File: config.mk
export PLATFORM = sky130hd
export DESIGN_NAME = knn_mean_sched
export DESIGN_NICKNAME = d
export VERILOG_FILES = /design/src/rtl/knn_mean_sched.sv
export SDC_FILE = /design/constraint.sdc
export NUM_CORES = 1
export LEC_CHECK = 0
export CELL_PAD_IN_SITES_DETAIL_PLACEMENT = 0
export CELL_PAD_IN_SITES_GLOBAL_PLACEMENT = 1
export CORE_MARGIN = 2
export CORE_UTILIZATION = 49
export CTS_CLUSTER_DIAMETER = 200
export CTS_CLUSTER_SIZE = 30
export DETAILED_ROUTE_END_ITERATION = 8
export PLACE_DENSITY_LB_ADDON = 0.1
export SETUP_SLACK_MARGIN = 0.15
export SYNTH_ARGS = -nofsm -noshare
export SYNTH_HDL_FRONTEND = slang
export SYNTH_SLANG_ARGS = --single-unit
File: constraint.sdc
create_clock -name clock -period 5.3 [get_ports clock]
set_input_delay 1.325 -clock clock [delete_from_list [all_inputs] [get_ports clock]]
set_output_delay 1.325 -clock clock [all_outputs]
set_load 0.02 [all_outputs]
File: src/rtl/knn_mean_sched.sv
// Running-mean filter sequencer: loads K entries, computes their mean, re-streams them with
// valid cleared where distance > mean. Entry layout {valid, id, distance}. Option: KNN_MEAN_EMA_EN.
module knn_mean_sched #(
   parameter int K    = 8,
   parameter int B    = 32,
   parameter int ID_W = 16,
   localparam int L   = $clog2(K),
   localparam int E_W = 1 + ID_W + B
) (
   input  logic           clock,
   input  logic           reset_n,
   input  logic           start,
   input  logic           flush,
   input  logic [E_W-1:0] in_entry,
   input  logic           in_valid,
   output logic           in_ready,
   output logic [E_W-1:0] out_entry,
   output logic           out_valid,
   input  logic           out_ready,
   output logic           out_last,
   output logic [B-1:0]   running_mean,
   output logic           running_mean_valid,
   output logic           busy,
   output logic           done
);

   typedef enum logic [2:0] {IDLE, LOAD, MEAN, EMIT, DONE} state_t;

   state_t           state_q, state_d;
   logic [L-1:0]     cnt_q, cnt_d;
   logic [B+L-1:0]   sum_q, sum_d;
   logic [L:0]       nvalid_q, nvalid_d;
   logic [B-1:0]     rm_q, rm_d;
   logic             rmv_q, rmv_d;
   logic             wr_en;
   logic [E_W-1:0]   ent_q [K];
   logic [B-1:0]     batch_mean, ema;
   logic [E_W-1:0]   cur;
   logic             keep;

   assign batch_mean = sum_q[B+L-1:L];

`ifdef KNN_MEAN_EMA_EN
   assign ema = rm_q - (rm_q >> 2) + (batch_mean >> 2);
`else
   assign ema = batch_mean;
`endif

   always_comb begin
      state_d  = state_q;
      cnt_d    = cnt_q;
      sum_d    = sum_q;
      nvalid_d = nvalid_q;
      rm_d     = rm_q;
      rmv_d    = rmv_q;
      wr_en    = 1'b0;
      if (flush) begin
         state_d  = IDLE;
         cnt_d    = '0;
         sum_d    = '0;
         nvalid_d = '0;
      end else begin
         case (state_q)
            IDLE: if (start) begin
               state_d  = LOAD;
               cnt_d    = '0;
               sum_d    = '0;
               nvalid_d = '0;
            end
            LOAD: if (in_valid) begin
               wr_en = 1'b1;
               cnt_d = cnt_q + 1'b1;
               if (in_entry[E_W-1]) begin
                  sum_d    = sum_q + {{L{1'b0}}, in_entry[B-1:0]};
                  nvalid_d = nvalid_q + 1'b1;
               end
               if (cnt_q == L'(K-1)) state_d = MEAN;
            end
            MEAN: begin
               // An all-invalid batch leaves the old mean in place but marks it unusable.
               if (nvalid_q == '0) begin
                  rmv_d = 1'b0;
               end else begin
                  rm_d  = rmv_q ? ema : batch_mean;
                  rmv_d = 1'b1;
               end
               cnt_d   = '0;
               state_d = EMIT;
            end
            EMIT: if (out_ready) begin
               cnt_d = cnt_q + 1'b1;
               if (cnt_q == L'(K-1)) state_d = DONE;
            end
            DONE:    state_d = IDLE;
            default: state_d = IDLE;
         endcase
      end
   end

   always_ff @(posedge clock or negedge reset_n) begin
      if (!reset_n) begin
         state_q  <= IDLE;
         cnt_q    <= '0;
         sum_q    <= '0;
         nvalid_q <= '0;
         rm_q     <= '0;
         rmv_q    <= 1'b0;
      end else begin
         state_q  <= state_d;
         cnt_q    <= cnt_d;
         sum_q    <= sum_d;
         nvalid_q <= nvalid_d;
         rm_q     <= rm_d;
         rmv_q    <= rmv_d;
      end
   end

   // Entry storage carries no reset; contents are only observed in EMIT after a full load.
   always_ff @(posedge clock) begin
      if (wr_en) ent_q[cnt_q] <= in_entry;
   end

   assign cur  = ent_q[cnt_q];
   assign keep = cur[E_W-1] & rmv_q & (cur[B-1:0] <= rm_q);

   assign in_ready           = (state_q == LOAD);
   assign out_valid          = (state_q == EMIT);
   assign out_last           = (state_q == EMIT) && (cnt_q == L'(K-1));
   assign out_entry          = (state_q == EMIT) ? {keep, cur[E_W-2:0]} : '0;
   assign busy               = (state_q != IDLE);
   assign done               = (state_q == DONE);
   assign running_mean       = rm_q;
   assign running_mean_valid = rmv_q;

endmodule
# [Word-level counts from Yosys, hierarchy flattened]
# Memory sizes are Yosys's and may differ from the RTL's.
# Cells that the tools add are included.
[word_totals] memories=1 regBits=78 ramBits=392 out_inout_bits=87 elab_cells=66 input_bits=55
[classes] eq_ne=11 addsub=3 mux=29 order_cmp=1 n_reduce_logical=11 bitwise=4
[mem_list] memory="ent_q" words=8 word_bits=49 read_ports=1 rd_ports_with_merged_regs=0 wr=1 line="36" text="logic [E_W-1:0] ent_q [K];"
[op_table] operator="35-bit 2-to-1 mux" n=4
[op_table] operator="35-bit case mux with 2 select lines" n=1
[op_table] operator="49-bit 2-to-1 mux" n=1
[op_table] operator="35-bit by 32-bit adder with 35-bit output" n=1
[op_table] operator="32-bit less-or-equal comparator" n=1
[op_table] operator="3-bit 2-to-1 mux" n=10
[op_table] operator="3-bit case mux with 4 select lines" n=2
[op_table] operator="4-bit 2-to-1 mux" n=4
[op_table] operator="3-bit by 2-bit != test with 1-bit output, second input constant" n=3
[op_table] operator="3-bit != test, second input constant" n=3
[op_table] operator="4-bit case mux with 2 select lines" n=1
[op_table] operator="4-bit AND reduction" n=2
[op_table] operator="3-bit by 2-bit == test with 1-bit output, second input constant" n=2
[op_table] operator="3-bit == test, second input constant" n=2
[op_table] operator="1-bit 2-to-1 mux" n=6
[op_table] operator="3-bit nonzero test" n=2
[op_table] operator="5-bit AND reduction" n=1
[op_table] operator="5-bit nonzero test" n=1
[op_table] operator="4-bit by 1-bit adder with 4-bit output, second input constant" n=1
[op_table] operator="4-bit logical NOT" n=1
[op_table] operator="3-bit by 1-bit adder with 3-bit output, second input constant" n=1
[op_table] operator="3-bit by 1-bit == test with 1-bit output, second input constant" n=1
[op_table] operator="3-bit logical NOT" n=1
[op_table] operator="3-bit AND reduction" n=1
[op_table] operator="other kinds (4)" n=6

# [Depth between registers and ports, before layout]
# Gate-level depths: netlist (run 1).
[depth] ltp_word=5 depth_mapped=18 depth_no_buf=16

# [Worst setup path after synthesis (run 1)]
# Ideal clock, no wire load.
[synth_path] kind="reg-to-output" startpoint="register cnt_q[0]" endpoint="output out_entry[48]" stages_incl_launch_ff=18 slack_ns=0.503 path_buffers=4 required_time_ns=3.975 arrival_ns=3.472 path_cell_list="dfrtp_1 clkbuf_1 buf_1 clkbuf_1 clkbuf_1 o211ai_1 o21ai_0 nand2_1 ha_1 a21o_1 a21oi_1 nor2b_1 o21ai_0 o41ai_1 nor3_1 a21oi_1 o32ai_1 and4_1"
[synth_between] elab_chain_len=4 word_cells_on_any_way=5 cone_classes="order compare (1); mux (1); bitwise (2); memory (1)"
[synth_lines] item="start: declaration" line="30" text="logic [L-1:0] cnt_q, cnt_d;"
[synth_lines] item="start signal: assignment" line="110" text="cnt_q <= cnt_d;"
[synth_lines] item="memory 8 x 49 bit (*)"
[synth_lines] item="32-bit less-or-equal comparator or 1-bit AND (tied branches)" line="124" text="assign keep = cur[E_W-1] & rmv_q & (cur[B-1:0] <= rm_q);"
[synth_lines] item="1-bit AND (*)" line="124"
[synth_lines] item="49-bit 2-to-1 mux (*)" line="129" text="assign out_entry = (state_q == EMIT) ? {keep, cur[E_W-2:0]} : '0;"
[synth_lines] item="end: declaration" line="17" text="output logic [E_W-1:0] out_entry,"
# Mark *: on every way between the ends. The rest lies on a longest branch, timed or not.

# [Worst setup path in the final report (run 1)]
[layout_path] startpoint="register cnt_q[2]" endpoint="output out_entry[48]"
# The elaborated chain is that of the path after synthesis.

==> out/metrics.csv, run 1 <==
metric;value;unit
outcome;complete, but fails checks;
violations;setup timing;
die_y;207;um
grt_pass1_wl;87000;um
antenna_found_initial;2;
synth_area_leaders;edfxtp_1 (58%), dfrtp_1 (9.6%), ha_1 (4.2%), a22oi_1 (3.6%), o21ai_0 (2.3%);
path_clk_slew;0.12;ns
die-area;42900;um2
nFillCells;3223;
reg2reg_to;ent_q[0][18]$_DFFE_PP_;
timing.final.ws_setup;-0.193;ns
antenna_cells;0;
cp-start-kind;flop;
io_buffer_count;141;
max_slew.worst_pin.slew;1.09;ns
rsz0062_at_grt;true;
worstPathArrival;4.17;ns
max_freq;0.182;GHz
holdPathStages;2;
min_from;sum_q[0]$_DFFE_PN0P_;
cts_num_sinks;470;
syn_inst;1454;
vias_per_cell;6.10;
hold_class;flop to flop;
synth_warnings;0;
htreeDepth;1;
yosys_register_bits;470;
fin_util;58.7;%
io_pins;142;
synth_fp_nets;1578;
dp_hpwl;39200;um
cts_tree;done;
clkLatencyLatePin;0.57;ns
post_synth_num_cell_types;65;
required;3.97;ns
slew_headroom;27.5;%
row_count;74;
crit_type;flop to output port;
peakVddDrop;0.000204;V
die_w;207;um
syn_area;20200;um2
drc;0;
synthFlopType;edfxtp_1;
hold_viol_final;0;
post-route-period-util;104;%
first_iter_violations;1242;
skew;0.0431;ns
synth_area_per_cell;13.9;um2
clockRootBuffer;clkbuf_16;
overflow;0;
final_nets;1798;
drt_pre_antenna_iters;8;
drv_cap;0;
period_minus_slack;5.49;ns
drive_gt1_share;14.0;%
power_density;263;nW/um2
multi_input_area;6220;um2
initial_core_util;49.6;%
drt_wl_total;58400;um
async_reset_ff_share;16.6;%
area_delta_synth_final;18.4;%
grt_pass1_vias;13400;
reg2reg_setup_slack;2.17;ns
slew_violations;0;
core-area;40800;um2
grt_start_max_net_pins;79;
place_ws;-0.203;ns
p_leak;8.72;nW
cts.path.max_buffers;3;
yosysTopAreaCellShare;58.2;%
synth_edf_count;392;
synth_top_cell_by_area;edfxtp_1;
rr_startpoint;cnt_q[1]$_DFFE_PN0P_;
crit_fanout;5;
endpoint_kind;output port;
setup_viol;1;
register_area;13700;um2
synthTopCellsByCount;edfxtp_1 (392), nand2_1 (122), a22oi_1 (97), o21ai_0 (93), dfrtp_1 (78);
synth-seq-area-share;67.8;%
cts_buffers;19;
postRouteAntennaNets;0;
reg2reg_depth;7;
dr_total_vias;13500;
wire_per_inst;26.3;um
gp_congestion;0.890;
startpoint;cnt_q[2]$_DFFE_PN0P_;
synth_most_common_cell;edfxtp_1;
whs_endpoint;sum_q[0]$_DFFE_PN0P_;
track_usage;26.9;%
==> report_power, final <==
part           switching, mW  total, mW  leakage, nW  internal (mW)
combinational          0.287      0.462         4.01          0.175
clock                   1.11       1.81        0.260          0.700
sequential            0.0140       4.04         4.44           4.02
total                   1.41       6.31         8.72           4.90
==> critical path, stage by stage (launching register included) <==
cell      delay, ns
dfrtp_4        0.52
buf_12         0.15
buf_12         0.12
mux2_2         0.27
a221oi_2       0.25
a21oi_2        0.08
a221oi_2       0.21
buf_4          0.19
inv_2          0.04
ha_4           0.26
nand4_1        0.18
nor4_4         0.34
buf_4          0.15
nand4_1        0.14
a21oi_2        0.16
o32ai_2        0.10
buf_4          0.14
and4_1         0.19
buf_6          0.13
==> cell usage in the layout, fill, tap and decap left out, drive strengths merged, types with 4 or more instances in the layout <==
cell and instances:
and3 18, a211oi 7, nor3 11, and4 6, buf 142, a21o 34, xor2 16, a31oi 14
nand3 26, a22oi 97, nand2 122, mux2i 25, xnor2 10, ha 68, clkdlybuf4s50 139, nand2b 7
a221o 17, a21oi 62, o31ai 5, a211o 4, mux2 16, nor2b 14, clkbuf 32, edfxtp 392
nor2 41, a41oi 16, inv 46, nand4 10, and2 28, a221oi 14, dfrtp 78, o21ai 103
a22o 11, nand3b 5, mux4 9
==> cells by family after synthesis <==
group                      after synthesis  synth area share [%]
DFF                                    470                  67.8
AOI/OAI and AO/OA                      418                  14.2
adders and majority gates               69                  4.30
and+or+nand+nor                        295                  7.06
buffers and inverters                  126                  2.37
xor gates and xnor gates                26                  1.13
muxes                                   50                  3.13
==> layout make-up <==
cell class | instances | share of cell area (%)
clock inverter | 2 | 0.0835
multi-input combinational | 858 | 26.0
inverter | 44 | 0.689
timing repair buffer | 281 | 11.0
sequential | 470 | 57.3
clock buffer | 32 | 2.19
tap | 532 | 2.78
==> flip-flops by register name, summed over array words and instances (netlist names) <==
name / flops
sum_q: 35
nvalid_q: 4
running_mean: 32
ent_q: 392
state_q: 3
running_mean_valid: 1
cnt_q: 3
==> metrics by stage <==
stage / total power [mW] / hold slack, ns / area [um2] / setup TNS [ns] / cells
2_1_floorplan: 4.31 / 0.453 / 20200 / 0 / 1454
3_3_place_gp: 4.56 / 0.470 / 23200 / -0.164 / 2174
3_5_place_dp: 4.56 / 0.488 / 23200 / -0.203 / 2174
4_1_cts: 6.32 / 0.513 / 23800 / -0.213 / 2213
5_1_grt: 6.49 / 0.556 / 24000 / -0.377 / 2219
6_report: 6.31 / 0.511 / 24000 / -0.193 / 2219
==> how the worst max path moves through the flow <==
| stage | to | slack, ns | depth (start not counted) |
|---|---|---|---|
| final | out_entry[48] | -0.19 | 18 |
| after global routing | out_entry[48] | -0.38 | 16 |
| after global placement | out_entry[48] | -0.16 | 17 |
| after detailed placement | out_entry[48] | -0.20 | 17 |
| after CTS | out_entry[48] | -0.21 | 18 |
| after floorplan | out_entry[48] | 0.50 | 17 |
==> metal layers <==
layer  GRT usage, %  wire length, um  up-vias
met4           4.46              783        0
met3           2.10             3930       52
met2           43.2            27200      542
li1               -                -     6070
met1           41.3            26600     6868
met5              0                0        -
==> repair_timing <==
| action | 4_1_cts | 5_1_grt |
|---|---|---|
| pin swaps | 13 | 8 |
| resized for setup | 29 | 17 |
| endpoints found under the setup margin | 1 | 1 |
| hold endpoints to repair | 0 | 0 |
| buffers inserted | 5 | 6 |
| hold buffers | 0 | 0 |
Note: power is estimated with default switching activity, not from simulation.
==> run 2, diff against run 1 <==
Settings changed: ABC_AREA from default to 1, CORE_UTILIZATION 49 to 48.
Clock period 5.3 ns to 5.45 ns, I/O delays scaled along.
==> run 2 against run 1 <==
  * The flow now finishes without violations
  * Register-to-register slack improved by 0.41 ns
  * Largest power group unchanged
  * Largest cell class unchanged
  * Power increased by 62%
  * Via count increased by 5.2%
  * Global-route usage decreased by 1.6 points
  * Critical path depth decreased by 2
  * Routed wire length decreased by 2.4%
  * Critical endpoint unchanged
  * Sequential power increased by 9.2%
  * Final cell count increased by 16%
==> out/metrics.csv, run 2 <==
metric;value;unit;change
outcome;completed;;
skew;0.0289;ns;-0.0142 ns
yosysTopAreaCellShare;56.6;%;-1.6 points
intPower;6.32;mW;+29%
slew_headroom;30.3;%;+2.7 points
p_leak;8.98;nW;+3.0%
final_common_cell;nand2_1;;
grt_pass1_wl;84500;um;-2.9%
hold_viol_final;0;;unchanged
synth_area_leaders;edfxtp_1 (57%), dfrtp_1 (9.4%), nand2_1 (7.6%), ha_1 (4.1%), inv_1 (3.8%);;
die_y;212;um;+2.4%
syn_inst;1826;;+26%
drt_pre_antenna_iters;5;;-3
cp-start-kind;flop;;
dr_total_vias;14200;;+5.2%
final_cell_mix;nand2_1 (420), edfxtp_1 (392), inv_1 (207);;
endpoint_kind;output port;;
swShare;38.2;%;+16 points
whs;0.532;ns;+0.0209 ns
cts_num_sinks;470;;unchanged
worstPathArrival;3.71;ns;-0.46 ns
final_nets;2106;;+17%
synth-seq-area-share;66.0;%;-1.9 points
power_density;430;nW/um2;+63%
crit_type;flop to output port;;
synthFlopType;edfxtp_1;;
post-route-period-util;93.1;%;
grt_start_max_net_pins;66;;-16%
fin_tns_setup;0;ns;+0.193 ns
async_reset_ff_share;16.6;%;unchanged
core-area;42900;um2;+5.0%
hold_class;flop to flop;;
clockRootBuffer;clkbuf_16;;
cts_hold_buf;0;;unchanged
vias_per_cell;5.52;;-9.5%
slew_violations;0;;unchanged
synth_warnings;0;;unchanged
max_freq;0.197;GHz;
htreeDepth;1;;unchanged
synth_fp_nets;1950;;+24%
peakVddDrop;0.000252;V;+24%
drive_gt1_share;6.52;%;-7.5 points
syn_area;20800;um2;+2.8%
synthMuxAreaShare;0;%;-3.1 points
die-area;45000;um2;+4.9%
combPwrFrac;39.8;%;+32 points
synthTopCellsByCount;nand2_1 (421), edfxtp_1 (392), inv_1 (211), nor2_1 (142), a21oi_1 (94);;
holdPathStages;1;;-1
antenna_found_initial;2;;unchanged
rsz0062_at_grt;false;;
pwr-share-clk;17.1;%;-12 points
postRouteAntennaNets;0;;unchanged
die_w;212;um;+2.4%
grt_pass1_vias;13900;;+3.4%
dp_hpwl;38600;um;-1.6%
track_usage;25.3;%;-1.6 points
synth_area_per_cell;11.4;um2;-18%
period_minus_slack;5.07;ns;
max_slew.worst_pin.slew;1.04;ns;-0.0437 ns
io_buffer_count;141;;unchanged
cts_tree;done;;
drv_cap;0;;unchanged
required;4.09;ns;+0.12 ns
gp_congestion;0.931;;+4.6%
power.switching;3.90;mW;+180%
top_register;ent_q;;
cts_buffers;19;;unchanged
pwr-share-seq;43.1;%;-21 points
drc;0;;unchanged
reg2reg_depth;8;;+1
drt_wl_total;57000;um;-2.4%
synth_top_cell_by_area;edfxtp_1;;
cts.path.max_buffers;3;;unchanged
synth_most_common_cell;nand2_1;;
path_clk_slew;0.11;ns;about the same
post_synth_num_cell_types;47;;-28%
synthSimpleGateAreaFrac;13.5;%;+6.4 points
synth-xor-area-share;0.295;%;-0.83 points
first_iter_violations;1145;;-7.8%
clkLatencyLatePin;0.55;ns;-0.02 ns
synth_top_family_by_area;simple AND/OR/NAND/NOR gates;;
row_count;76;;+2.7%
yosys_register_bits;470;;unchanged
area_delta_synth_final;14.4;%;
largest_reg_flops;392;;unchanged
synth_compound_area_share;10.5;%;-3.7 points
synth_edf_count;392;;unchanged
synth_adder_area_share;4.19;%;-0.12 points
initial_core_util;48.5;%;-1.0 points
setup_viol;0;;-1
wire_per_inst;22.1;um;-16%
io_pins;142;;unchanged
crit_fanout;30;;+25
overflow;0;;unchanged
-- run 2: cell count changes in the layout (fill, tap and decap cells not counted), moves of 34 or more --
cell     before  now
nand2_1     122  420
inv_1        43  207
nor2_1       39  133
buf_4       124   41
a22oi_1      97   37
a22o_1       11   52
a21oi_1      56   93
a21o_1       34    0
o21ai_0      88   54
-- run 2: critical path, stage by stage (launching register included) --
cell	delay (ns)
dfrtp_2	0.49
buf_4	0.16
nand3_1	0.15
inv_2	0.08
buf_12	0.19
a22o_1	0.23
inv_1	0.06
nand4_1	0.15
ha_1	0.34
nand2_1	0.07
nor2_1	0.14
nand4_1	0.18
nor4_2	0.17
buf_4	0.17
nand4_1	0.09
a21oi_2	0.20
clkdlybuf4s15_2	0.29
-- run 2: worst paths after layout --
kind,from,end,slack [ns]
worst max-delay path,cnt_q[1]$_DFFE_PN0P_,out_entry[48],0.38
min in group asynchronous,reset_n,running_mean[28]$_DFFE_PN0P_,0.75
worst min register to register,sum_q[0]$_DFFE_PN0P_,sum_q[0]$_DFFE_PN0P_,0.53
worst max register to register,state_q[2]$_DFFE_PN0P_,ent_q[2][26]$_DFFE_PP_,2.58
worst min-delay path,sum_q[0]$_DFFE_PN0P_,sum_q[0]$_DFFE_PN0P_,0.53
max in group asynchronous,reset_n,cnt_q[1]$_DFFE_PN0P_,3.63
-- run 2: cell type report --
class | instances | area [um2]
multi-input cells | 1076 | 6040
clock buffers | 32 | 524
clock inverters | 2 | 20.0
well taps | 585 | 732
diodes | 1 | 2.50
fillers | 3704 | 19100
flip-flops and latches | 470 | 13700
repair buffers | 192 | 1890
inverters | 223 | 861
-- run 2: per-layer routing --
metal | part of all wire [%] | vias to the layer above | GRT usage (%)
li1 | - | 6690 | -
met1 | 45 | 7042 | 35.4
met2 | 48 | 439 | 42.5
met3 | 5.7 | 68 | 3.19
met4 | 2.0 | 0 | 5.83
met5 | 0 | - | 0
-- run 2: cell families after synthesis --
kind of cell | after synthesis
and+or+nand+nor | 678
DFF | 470
AOI/OAI and AO/OA | 322
buffers and inverters | 280
adders and majority gates | 69
xor gates and xnor gates | 7
-- run 2: power groups by stage --
stage,sequential (mW),clock (mW),combinational (mW)
CTS,4.41,1.79,4.01
finish,4.41,1.75,4.07
global route,4.44,1.90,4.52
detailed placement,4.49,0,3.99
global placement,4.48,0,3.96
floorplan,4.53,0,2.47
-- run 2: timing repair --
action / CTS / global route
cloned: 0 / 1
resized for setup: 8 / 25
pin swaps: 0 / 5
setup endpoints to repair: 1 / 1
setup buffers: 0 / 8
-- run 2: per-stage QoR --
step / cell area, um2 / total power, mW / util [%] / cells / setup slack (ns)
after floorplan: 20800 / 7.00 / - / 1826 / 1.15
after global placement: 23100 / 8.43 / 53.8 / 2537 / 0.291
after detailed placement: 23100 / 8.47 / 53.8 / 2537 / 0.302
after CTS: 23600 / 10.2 / 55.1 / 2571 / 0.166
after global routing: 23800 / 10.9 / 55.5 / 2581 / 0.125
final: 23800 / 10.2 / 55.5 / 2581 / 0.379
==> RTL change: new RTL, flow settings as in run 2 <==
Set the parameter `ID_W` to 18 (it was 16).
--- a/src/rtl/knn_mean_sched.sv
+++ b/src/rtl/knn_mean_sched.sv
@@ -4,5 +4,5 @@
    parameter int K    = 8,
    parameter int B    = 32,
-   parameter int ID_W = 16,
+   parameter int ID_W = 18,
    localparam int L   = $clog2(K),
    localparam int E_W = 1 + ID_W + B
Interface: changed (resized in_entry and out_entry); port bits go from 142 to 146. No check against the original RTL was run, so the function may have changed too.
==> RTL change against run 2 <==
Sequential share of layout area rose by 0.54 points. Die area up 2.6%. Final cell count up 1.6%. Count of clock-buffer cells in the layout up 2. Clock skew up 12 ps. Worst setup slack worse by 23 ps. Sequential cell count increased by 16. Register-to-register slack improved by 40 ps. Core utilization fell by 0.067 points. Total power grew 3.1%. Wire length rose by 5.0%. Cell area is 2.5% higher. Area after synthesis rose by 2.6%. Critical path type unchanged.
==> RTL change: results (changes against run 2) <==
Hold path
  – Hold WC Path Type: register to register
  – Hold Crit Start: sum_q[2]
  – Worst hold path depth: 2 (+1)
  – Hold endpoint: sum_q[2]

Global routing
  – Largest net degree at the start of global routing: 51 (-23%)
  – First-pass GRT wire length: 89.9 mm (+6.3%)
  – Vias in the first global route: 14,300 (+3.2%)
  – Gr usage total: 25.9% (+0.61 points)
  – Initial antenna violation count: 0 (-2)

Setup path
  – Critical path fanouts, max: 19 (-37%)
  – Family with the most delay on the worst path: compound AO/OA/AOI/OAI gates
  – R2R Path End: ent_q[6][12]
  – Worst Reg-to-Reg Cells: 8 (unchanged)
  – Worst EP arrival: 3730 ps (+20 ps)
  – R2R setup slack: 2620 ps (+40 ps)
  – Crit path largest cell delay: 480 ps
  – Slowest cell on crit path: dfrtp_2

Drt
  – Via density: 5.56 (+0.85%)
  – DR WL/cell: 22.8 µm (+3.3%)
  – Total Wirelength: 59.9 mm (+5.0%)
  – Detailed Routing Iterations Pass 1: 5 (unchanged)
  – Initial DRC count: 1,203 (+5.1%)

Clock network
  – Clk_lat worst skew: 570 ps (+20 ps)
  – H-tree levels: 1 (unchanged)
  – Worst-path clk slew: 120 ps
  – Inserted Clock Buffers: 20 (+1)
  – Clock Tree Root: clkbuf_16
  – CTS max path bufs: 3 (unchanged)

Placed design
  – Place WS: 67.8 ps (-235 ps)
  – Gpl congestion: 0.911 (-2.1%)
  – Placed Area: 23,700 µm² (+2.8%)
  – Post-DP HPWL: 41.0 mm (+6.1%)
  – Cell total after placement: 2,585 (+1.9%)
  – Port bufs: 145 (+2.8%)

Logic synthesis
  – Post-synth top cells: nand2_1 (434), edfxtp_1 (408), inv_1 (208)
  – Sequential cell area fraction in the yosys report: 66.5% (+0.57 points)
  – Post-synth top flop: edfxtp_1
  – Cells after Synth: 1,852 (+1.4%)
  – Yosys warns: 0 (unchanged)
  – Cell variety after synth: 46 (-2.1%)
  – Top cells by area, synth: edfxtp_1 (57%), dfrtp_1 (9.1%), nand2_1 (7.6%), ha_1 (4.0%), inv_1 (3.7%)
  – Post-Syn Nets: 1,978 (+1.4%)
  – Ys async rst share: 16.0% (-0.55 points)
  – Post-synth EDFFs: 408 (+4.1%)

Pwr
  – Cell leakage power: 9.18 nW (+2.2%)
  – Maximum VDD drop: 0.218 mV (-14%)
  – Sw frac: 38.1% (-0.077 points)

Final layout
  – Top reg by flops: ent_q
  – Number of flip-flops in the largest register: 408 (+4.1%)
  – Final net count: 2,143 (+1.8%)
  – Fillers: 3,908 (+5.5%)
  – Ratio of cells with drive above 1 in the final layout: 6.25% (-0.26 points)
  – ANT cells: 0 (-1)
  – Final instance area: 24,400 µm² (+2.5%)

Timing
  – Worst Tran Pin Value: 962 ps (-81.3 ps)
  – WHS: 510 ps (-22.1 ps)
  – Clock Skew: 40.4 ps (+11.5 ps)

Status
  – Status: finished, final reports clean
[RTL change: worst max-delay path by stage]
stage / from / to / slack (ps)
5_1_grt: cnt_q[2] / out_entry[50] / 190
3_5_place_dp: cnt_q[0] / out_entry[50] / 70
3_3_place_gp: cnt_q[2] / out_entry[50] / 70
4_1_cts: cnt_q[2] / out_entry[50] / 180
2_1_floorplan: flush / ent_q[0][0] / 1090
6_report: cnt_q[2] / out_entry[50] / 360
[RTL change: area by class of cell]
type                    count  area share (%)
clock buffers              34            2.27
clock inverters             2           0.190
inverters                 221            3.58
well taps                 592            3.04
multi-input cells        1087            25.0
repair buffers            201            7.74
flip-flops and latches    486            58.2
[RTL change: kinds of logic after synthesis]
| logic type | after synthesis | synth area share (%) |
|---|---|---|
| AOI/OAI and AO/OA | 335 | 10.7 |
| xor gates and xnor gates | 7 | 0.287 |
| and+or+nand+nor | 676 | 13.0 |
| adders and majority gates | 69 | 4.08 |
| buffers and inverters | 279 | 5.42 |
| DFF | 486 | 66.5 |
[RTL change: tightest hold or removal path, stage by stage, from the launching register on]
cell	delay [ps]
dfrtp_1	370
nand2_1	50
o21ai_1	60
[RTL change: layer usage]
layer | wire length [µm] | GRT usage, % | up-vias
met4 | 1810 | 7.55 | 0
met2 | 28900 | 43.5 | 382
li1 | - | - | 6844
met3 | 2750 | 2.15 | 67
met5 | 0 | 0 | -
met1 | 26400 | 36.4 | 7300
[RTL change: timing repair]
action,in CTS,in global routing
pin swaps,0,0
buffers inserted,0,2
resized for setup,14,13
endpoints found under the setup margin,1,1
[RTL change: power groups by stage]
stage / clock [mW] / combinational (mW) / sequential (mW)
final: 1.86 / 4.12 / 4.56
after global routing: 2.01 / 4.57 / 4.60
after CTS: 1.89 / 4.13 / 4.57
after detailed placement: 0 / 4.09 / 4.65
after global placement: 0 / 4.06 / 4.64
after floorplan: 0 / 2.49 / 4.68
